`config.mk`:
```
export PLATFORM = sky130hd
export DESIGN_NAME = xc_malu_iter
export DESIGN_NICKNAME = d
export VERILOG_FILES = /design/src/rtl/xc_malu_iter.sv
export SDC_FILE = /design/constraint.sdc
export NUM_CORES = 1
export LEC_CHECK = 0
export CAP_MARGIN = 10
export CORE_MARGIN = 4
export CORE_UTILIZATION = 26
export CTS_CLUSTER_SIZE = 12
export DETAILED_ROUTE_END_ITERATION = 10
export GPL_ROUTABILITY_DRIVEN = 0
export GPL_TIMING_DRIVEN = 0
export PLACE_DENSITY = 0.47
export SLEW_MARGIN = 15
export SYNTH_ARGS = -nofsm -noshare
export SYNTH_HDL_FRONTEND = slang
export SYNTH_SLANG_ARGS = --single-unit
```
`constraint.sdc`:
```
create_clock -name clock -period 7.7 [get_ports clock]
set_input_delay 1.54 -clock clock [delete_from_list [all_inputs] [get_ports clock]]
set_output_delay 1.54 -clock clock [all_outputs]
set_load 0.01 [all_outputs]
```
`src/rtl/xc_malu_iter.sv`:
```
// xc_malu_iter : iterative multiply / divide unit, W-bit operands, UNROLL bits per cycle.
//
// Ports
//   clock, resetn          system clock, asynchronous active-low reset
//   rs1, rs2   [W-1:0]     operand A (multiplicand/dividend), operand B (multiplier/divisor)
//   flush                  abandon current op or release the result; back to IDLE
//   valid                  operands and uop valid, held stable until ready & flush
//   uop_*                  one-hot operation select (mul, mulu, mulsu, clmul, div, divu, rem, remu)
//   result     [2W-1:0]    mul: {hi,lo}; div/rem: {W'b0, q or r}
//   ready                  result valid, held until flush
//
// Optional feature macro: XC_MALU_ITER_EARLY_EXIT_EN
//   When defined, a zero rs2 at the accept edge skips straight to DONE (not constant time).
//
// state | meaning
// ------+-----------------------------------------------------------
// IDLE  | waiting for valid; latches operand magnitudes and signs
// RUN   | N = W/UNROLL iteration cycles (shift-add / xor / subtract)
// FIX   | sign correction and div-by-zero quotient, result registered
// DONE  | ready high, result stable until flush
module xc_malu_iter #(
    parameter int W      = 32,
    parameter int UNROLL = 1
) (
    input  logic           clock,
    input  logic           resetn,
    input  logic [W-1:0]   rs1,
    input  logic [W-1:0]   rs2,
    input  logic           flush,
    input  logic           valid,
    input  logic           uop_mul,
    input  logic           uop_mulu,
    input  logic           uop_mulsu,
    input  logic           uop_clmul,
    input  logic           uop_div,
    input  logic           uop_divu,
    input  logic           uop_rem,
    input  logic           uop_remu,
    output logic [2*W-1:0] result,
    output logic           ready
);
    localparam int N  = W / UNROLL;
    localparam int CW = (N > 1) ? $clog2(N) : 1;

    typedef enum logic [1:0] {S_IDLE, S_RUN, S_FIX, S_DONE} state_t;

    state_t         state;
    logic [CW-1:0]  cnt;
    logic [W-1:0]   m;        // multiplicand (mul) or divisor (div) magnitude
    logic [2*W-1:0] acc;      // {hi,lo}: product window, or {remainder, quotient}
    logic           op_div, op_rem, op_clmul;
    logic           neg_res, neg_rem, div_zero;

    logic           sel_div, any_uop, a_neg, b_neg;
    logic [W-1:0]   a_mag, b_mag;

    assign sel_div = uop_div | uop_divu | uop_rem | uop_remu;
    assign any_uop = uop_mul | uop_mulu | uop_mulsu | uop_clmul | sel_div;
    assign a_neg   = rs1[W-1] & (uop_mul | uop_mulsu | uop_div | uop_rem);
    assign b_neg   = rs2[W-1] & (uop_mul | uop_div | uop_rem);
    assign a_mag   = a_neg ? -rs1 : rs1;
    assign b_mag   = b_neg ? -rs2 : rs2;

    // UNROLL iteration steps per cycle.
    logic [2*W-1:0] nxt;
    logic [W-1:0]   st_hi, st_lo, st_t;
    logic [W:0]     st_sh, st_diff, st_s;

    always_comb begin
        nxt     = acc;
        st_hi   = '0;
        st_lo   = '0;
        st_t    = '0;
        st_sh   = '0;
        st_diff = '0;
        st_s    = '0;
        for (int i = 0; i < UNROLL; i++) begin
            st_hi = nxt[2*W-1:W];
            st_lo = nxt[W-1:0];
            if (op_div) begin
                // Restoring divide: remainder stays below the divisor, so the
                // top bit of the difference is a clean borrow flag.
                st_sh   = {st_hi, st_lo[W-1]};
                st_diff = st_sh - {1'b0, m};
                if (!st_diff[W])
                    nxt = {st_diff[W-1:0], st_lo[W-2:0], 1'b1};
                else
                    nxt = {st_sh[W-1:0], st_lo[W-2:0], 1'b0};
            end else if (op_clmul) begin
                st_t = st_lo[0] ? (st_hi ^ m) : st_hi;
                nxt  = {1'b0, st_t, st_lo[W-1:1]};
            end else begin
                st_s = {1'b0, st_hi} + (st_lo[0] ? {1'b0, m} : {(W+1){1'b0}});
                nxt  = {st_s, st_lo[W-1:1]};
            end
        end
    end

    // Sign fix-up. The -2^(W-1)/-1 case falls out naturally: the magnitudes give
    // q = 2^(W-1) (== rs1) with no negation and r = 0.
    logic [W-1:0]   fix_q, fix_r;
    logic [2*W-1:0] fix_val;

    always_comb begin
        fix_q = neg_res ? -acc[W-1:0] : acc[W-1:0];
        if (div_zero)
            fix_q = '1;
        fix_r = neg_rem ? -acc[2*W-1:W] : acc[2*W-1:W];
        if (op_div)
            fix_val = {{W{1'b0}}, op_rem ? fix_r : fix_q};
        else
            fix_val = neg_res ? -acc : acc;
    end

    always_ff @(posedge clock or negedge resetn) begin
        if (!resetn) begin
            state    <= S_IDLE;
            cnt      <= '0;
            m        <= '0;
            acc      <= '0;
            op_div   <= 1'b0;
            op_rem   <= 1'b0;
            op_clmul <= 1'b0;
            neg_res  <= 1'b0;
            neg_rem  <= 1'b0;
            div_zero <= 1'b0;
            result   <= '0;
            ready    <= 1'b0;
        end else if (flush) begin
            state <= S_IDLE;
            ready <= 1'b0;
        end else begin
            case (state)
                S_IDLE: begin
                    if (valid) begin
                        cnt      <= '0;
                        op_div   <= sel_div;
                        op_rem   <= uop_rem | uop_remu;
                        op_clmul <= uop_clmul;
                        neg_res  <= a_neg ^ b_neg;
                        neg_rem  <= a_neg;
                        div_zero <= (rs2 == '0);
                        if (!any_uop) begin
                            state  <= S_DONE;
                            result <= '0;
                        end
`ifdef XC_MALU_ITER_EARLY_EXIT_EN
                        else if (rs2 == '0) begin
                            state  <= S_DONE;
                            result <= sel_div ? {{W{1'b0}}, (uop_rem | uop_remu) ? rs1 : {W{1'b1}}}
                                              : {(2*W){1'b0}};
                        end
`endif
                        else begin
                            state <= S_RUN;
                            m     <= sel_div ? b_mag : a_mag;
                            acc   <= {{W{1'b0}}, sel_div ? a_mag : b_mag};
                        end
                    end
                end
                S_RUN: begin
                    acc <= nxt;
                    if (cnt == CW'(N - 1)) begin
                        cnt   <= '0;
                        state <= S_FIX;
                    end else begin
                        cnt <= cnt + CW'(1);
                    end
                end
                S_FIX: begin
                    result <= fix_val;
                    ready  <= 1'b1;
                    state  <= S_DONE;
                end
                default: begin
                    // Direct IDLE->DONE entries raise ready one cycle after accept.
                    ready <= 1'b1;
                end
            endcase
        end
    end
endmodule

```
== Word level (Yosys, flattened, before mapping) ==
Cells that the tools add are included.
Widths: inputs -> output; s select.

* Register bits after elaboration: 174
* Input port bits: 76
* Output and inout bits: 65
* Word-level logic and storage cells: 90

* Add/subtract/negate cells: 8
* Eq/ne operators: 9
* Multiplexer cells: 31
* Bitwise logic cells: 18
* Reductions and logical operators: 12

{| class="wikitable"
|+ Operators with widths
! kind !! number
|-
| $mux 64 || 9
|-
| $mux 32 || 10
|-
| $pmux 64 s2 || 2
|-
| $neg 32->32 || 4
|-
| $neg 64->64 || 1
|-
| $add 32x32->33 || 1
|-
| $sub 33x32->33 || 1
|-
| $logic_not 32->1 || 1
|-
| $xor 32x32->32 || 1
|-
| $or 1x1->1 || 13
|-
| $reduce_and 4->1 || 3
|-
| $mux 5 || 2
|-
| $pmux 5 s2 || 1
|-
| $reduce_and 3->1 || 3
|-
| $mux 2 || 4
|-
| $ne 2x2->1 const B || 3
|-
| $ne 3x3->1 const B || 2
|-
| $pmux 2 s3 || 1
|-
| $add 5x1->5 const B || 1
|-
| $eq 5x5->1 const B || 1
|-
| $reduce_bool 2->1 || 2
|-
| $reduce_bool 4->1 || 1
|-
| $and 1x1->1 || 2
|-
| $eq 2x1->1 const B || 1
|-
| 7 further kinds || 8
|}

== Depth between registers and ports, before layout ==
* Depth after elaboration: 9
* Depth in mapped cells: 16
* Mapped depth without buffers: 14

== Worst setup path before layout ==
OpenSTA, ideal clock, no wires.

* Kind: in2reg
* Start: input port rs1[0]
* End: register acc[22]
* Setup time: 0.083 ns
* Data arrival time: 4.147 ns
* Required time: 7.617 ns
* Slack: 3.471 ns
* Stages on the path: 12
* Path buffers: 0
* Cell sequence: inv_1 > ha_1 > or4b_2 > or3_1 > or2_2 > nor4_2 > a21oi_1 > xnor2_1 > and2_1 > a211oi_1 > a21oi_1 > o21ai_0

* Cells in the longest elaborated chain, start to end: 6

{| class="wikitable"
|+ Ends and longest elaborated chain
! item !! line !! source
|-
| start, declared || 27 || <nowiki>input logic [W-1:0] rs1,</nowiki>
|-
| $neg 32->32 || 61 || <nowiki>assign a_mag = a_neg ? -rs1 : rs1;</nowiki>
|-
| $mux 32 || 61 ||
|-
| $mux 32 || 157 || <nowiki>acc <= {{W{1'b0}}, sel_div ? a_mag : b_mag};</nowiki>
|-
| $mux 64 || 143 || <nowiki>if (!any_uop) begin</nowiki>
|-
| $mux 64 || 135 || <nowiki>if (valid) begin</nowiki>
|-
| $pmux 64 s2 || 133 || <nowiki>case (state)</nowiki>
|-
| end signal, assigned || 157 ||
|-
| end signal, assigned || 162 || <nowiki>acc <= nxt;</nowiki>
|-
| end, declared || 50 || <nowiki>logic [2*W-1:0] acc;</nowiki>
|}

No other way between the ends. The select of a mux whose other input is x is not followed.
A chain may end at the register's enable or synchronous reset.

== Worst setup path after layout ==
* Start: register acc[32]
* End: register acc[58]

* Cells in the longest elaborated chain, start to end: 4
* Elaborated cells on any way between the ends: 6
* Classes of those cells: 2 x add/sub; 4 x mux

{| class="wikitable"
|+ Ends and longest elaborated chain
! item !! line !! source
|-
| $sub 33x32->33 or $add 32x32->33 (tied branches) || 84, 93 ||
|-
| $mux 64 (on tied branches) || 85, 89 ||
|-
| $mux 64 (*) || 80 || <nowiki>if (op_div) begin</nowiki>
|-
| $pmux 64 s2 (*) || 133 ||
|}

Mark *: on every way between the ends. The rest lies on a longest branch, timed or not.

==> flow_metrics.py <==
metrics = {
    "sta": {
        "finalSetupViolCount": 0,
        "fmax_ghz": 0.1815,
        "grt_setup_unrepaired": "no",
        "min_period_ps": 5509,
        "fin_skew_ps": 15.79,
        "drv_slew": 0,
        "hold_viol_final": 0,
        "tightest_slew_ps": 1010,
        "fin_crit_sh_pct": 71.54,
        "relSlewSlack_pct": 32.68,
    },
    "clock_tree": {
        "clock-sinks": 174,
        "hold_buffers": 0,
        "clock_path_buffers": 2,
        "cts.repair.resized": 0,
        "cts_tree": "built",
        "clk_pin_slew_ps": 70,
        "worstSkewPairLatency_ps": 490,
        "cts_root_buf": "clkbuf_16",
        "postCtsSetupBuffers": 0,
        "cts_made_buffers": 17,
        "htreeDepth": 4,
    },
    "finish": {
        "mostFrequentLayoutCells": "nand2_1 (252), o21ai_0 (214), a21oi_1 (202)",
        "multiInputGateArea_um2": 10850,
        "seq_area_um2": 4354,
        "drive_above_1_share_pct": 4.812,
        "fillers": 6507,
        "num_antenna_cells": 0,
        "stdcell_area_um2": 19060,
        "final_nets": 2403,
        "final_common_cell": "nand2_1",
        "fin_util_pct": 31.41,
        "area_growth_pct": 18.73,
    },
    "worst_setup_path": {
        "start_kind": "flop",
        "r2r_start": "acc[32]",
        "critPathArrivalTime_ps": 5840,
        "crit_fanout": 10,
        "critPathCaptureType": "flop",
        "r2r_end": "acc[58]",
        "critPathKind": "reg2reg",
        "crit_end": "acc[58]",
        "crit_start": "acc[32]",
        "ff2ff_path_depth": 15,
        "worstPathRequired_ps": 8030,
        "r2r_slack_ps": 2190,
    },
    "die": {
        "rows": 90,
        "initial_core_util_pct": 26.45,
        "design.core.area_um2": 60700,
        "dieArea_um2": 65790,
        "num_io_pins": 141,
        "die_w_um": 256.5,
        "dieHeight_um": 256.5,
    },
    "detailed_routing": {
        "drt-vias-per-instance": 5.365,
        "remaining_drc_errors": 0,
        "drtPass1Iterations": 5,
        "ant_nets": 0,
        "via_count": 16350,
        "drt-total-wl_um": 67620,
        "first_iter_violations": 1470,
        "wl_per_cell_um": 22.19,
    },
    "logic_synthesis": {
        "synth_cell_type_count": 77,
        "syn-cell-area_um2": 16060,
        "syn_nets": 2243,
        "yosysWarnings": 0,
        "synth_seq_cells": 174,
        "synth_edf_count": 0,
        "synthArstFlopShare_pct": 100.0,
        "synth_area_per_cell_um2": 7.675,
        "yosysSeqAreaShare_pct": 27.12,
        "synthFlopType": "dfrtp_1",
        "synth_cells": 2092,
    },
    "grt": {
        "grt_overflow_total": 0,
        "grt_pass1_vias": 16190,
        "grt_use_total_pct": 20.08,
        "grt_max_degree": 91,
        "grt_pass1_wl_um": 102000,
        "antenna_found_initial": 0,
    },
    "flow_run": {
        "maxCapViolations": 0,
    },
    "placement": {
        "dp_hpwl_um": 54120,
        "place_area_um2": 18470,
        "portBuffers": 140,
    },
    "pwr": {
        "power_density_nw_per_um2": 392.1,
        "ir_drop_uv": 207.4,
        "power.leakage_nw": 7.988,
    },
    "worst_hold_path": {
        "hold_class": "reg2reg",
    },
    "run_status": {
        "status": "finished, final reports clean",
    },
}
## state kept, by name, summed over array words and instances (netlist names)
name      cells
acc          64
result       64
op_div        1
div_zero      1
ready         1
m            32
neg_rem       1
op_rem        1
state         2
neg_res       1
op_clmul      1
cnt           5
## worst min-delay path by stage
stage                from         end  cells past startpoint
2_1_floorplan    div_zero    div_zero                      2
3_3_place_gp        m[24]       m[24]                      2
3_5_place_dp        m[22]       m[22]                      2
4_1_cts             m[22]       m[22]                      2
5_1_grt        result[15]  result[15]                      2
6_report            m[22]       m[22]                      2
## Yosys cell counts, drive strengths merged (8+ instances only)
cell type  number  area share (%)
a211oi         52             2.4
a21o           35             1.6
a21oi         202             6.3
a22o           18            0.98
a31oi          11            0.43
and2           16            0.62
buf            15            0.44
clkbuf        132             3.1
dfrtp         174              27
ha             73             5.7
inv            74             1.7
mux2           34             2.4
mux2i          37             2.3
nand2         252             5.9
nand2b         20            0.83
nand3          14            0.44
nand4          13            0.51
nor2          199             4.7
nor2b          11            0.43
nor3           21            0.69
nor4           13            0.58
o211ai          8            0.37
o21a            8            0.37
o21ai         223             7.0
o31ai          28             1.4
o41ai          14            0.93
or2            16            0.64
or3            26             1.1
or4            23             1.1
xnor2         135             7.4
xor2          101             5.5
## cells by family (layout without fill, tap and decap cells)
kind of cell / Yosys count / in the layout / share of synthesized area (%)
AOI/OAI and AO/OA: 666 / 666 / 25.43
and+or+nand+nor: 648 / 648 / 18.67
xor gates and xnor gates: 236 / 236 / 12.87
buffers and inverters: 222 / 395 / 5.276
DFF: 174 / 174 / 27.12
adders and majority gates: 75 / 75 / 5.938
muxes: 71 / 71 / 4.691
## report_power, final
group | internal (mW) | leakage [nW] | switching (mW)
clock network | 0.476 | 0.289 | 0.440
registers | 1.21 | 2.31 | 0.300
logic | 1.80 | 5.39 | 3.25
## through the flow
stage / setup WS, ps / total power [mW] / TNS, ps / instances / hold WS [ps]
after global placement: -2722 / 6.440 / -468750 / 3014 / 466.8
final: 2191 / 7.474 / 0 / 3047 / 480.0
after global routing: 2024 / 8.014 / 0 / 3047 / 516.8
after floorplan: 3471 / 4.736 / 0 / 2092 / 435.7
after CTS: 2318 / 7.410 / 0 / 3047 / 486.1
after detailed placement: 2194 / 6.456 / 0 / 3015 / 470.5
## layer usage
metal,vias up,part of all wire [%],GRT usage (%),wire (um)
met1,7919,45,27.51,30410
met4,0,3.5,7.077,2352
met3,101,6.7,3.493,4538
met2,619,45,31.96,30320
met5,-,0,0,0
li1,7707,-,-,-
## critical path, cell delays in order, from the launching register on
cell,delay [ps]
dfrtp_1,400
clkbuf_1,390
inv_1,260
fa_1,480
nand2b_1,190
a21oi_1,360
o21ai_1,250
a211oi_1,530
o221a_2,370
o21ai_0,90
a21oi_1,530
buf_2,510
buf_2,430
o21ai_0,140
a31oi_1,290
o22ai_1,110
## cell type report
| cell class | instances | area share, % |
|---|---|---|
| plain buffers | 147 | 2.967 |
| clock buffers | 19 | 2.376 |
| clock inverters | 13 | 0.7482 |
| inverters | 75 | 1.477 |
| multi-input cells | 1696 | 56.94 |
| flip-flops and latches | 174 | 22.84 |
| well taps | 782 | 5.133 |
| repair buffers | 141 | 7.522 |
Note: power is estimated with default switching activity, not from simulation.
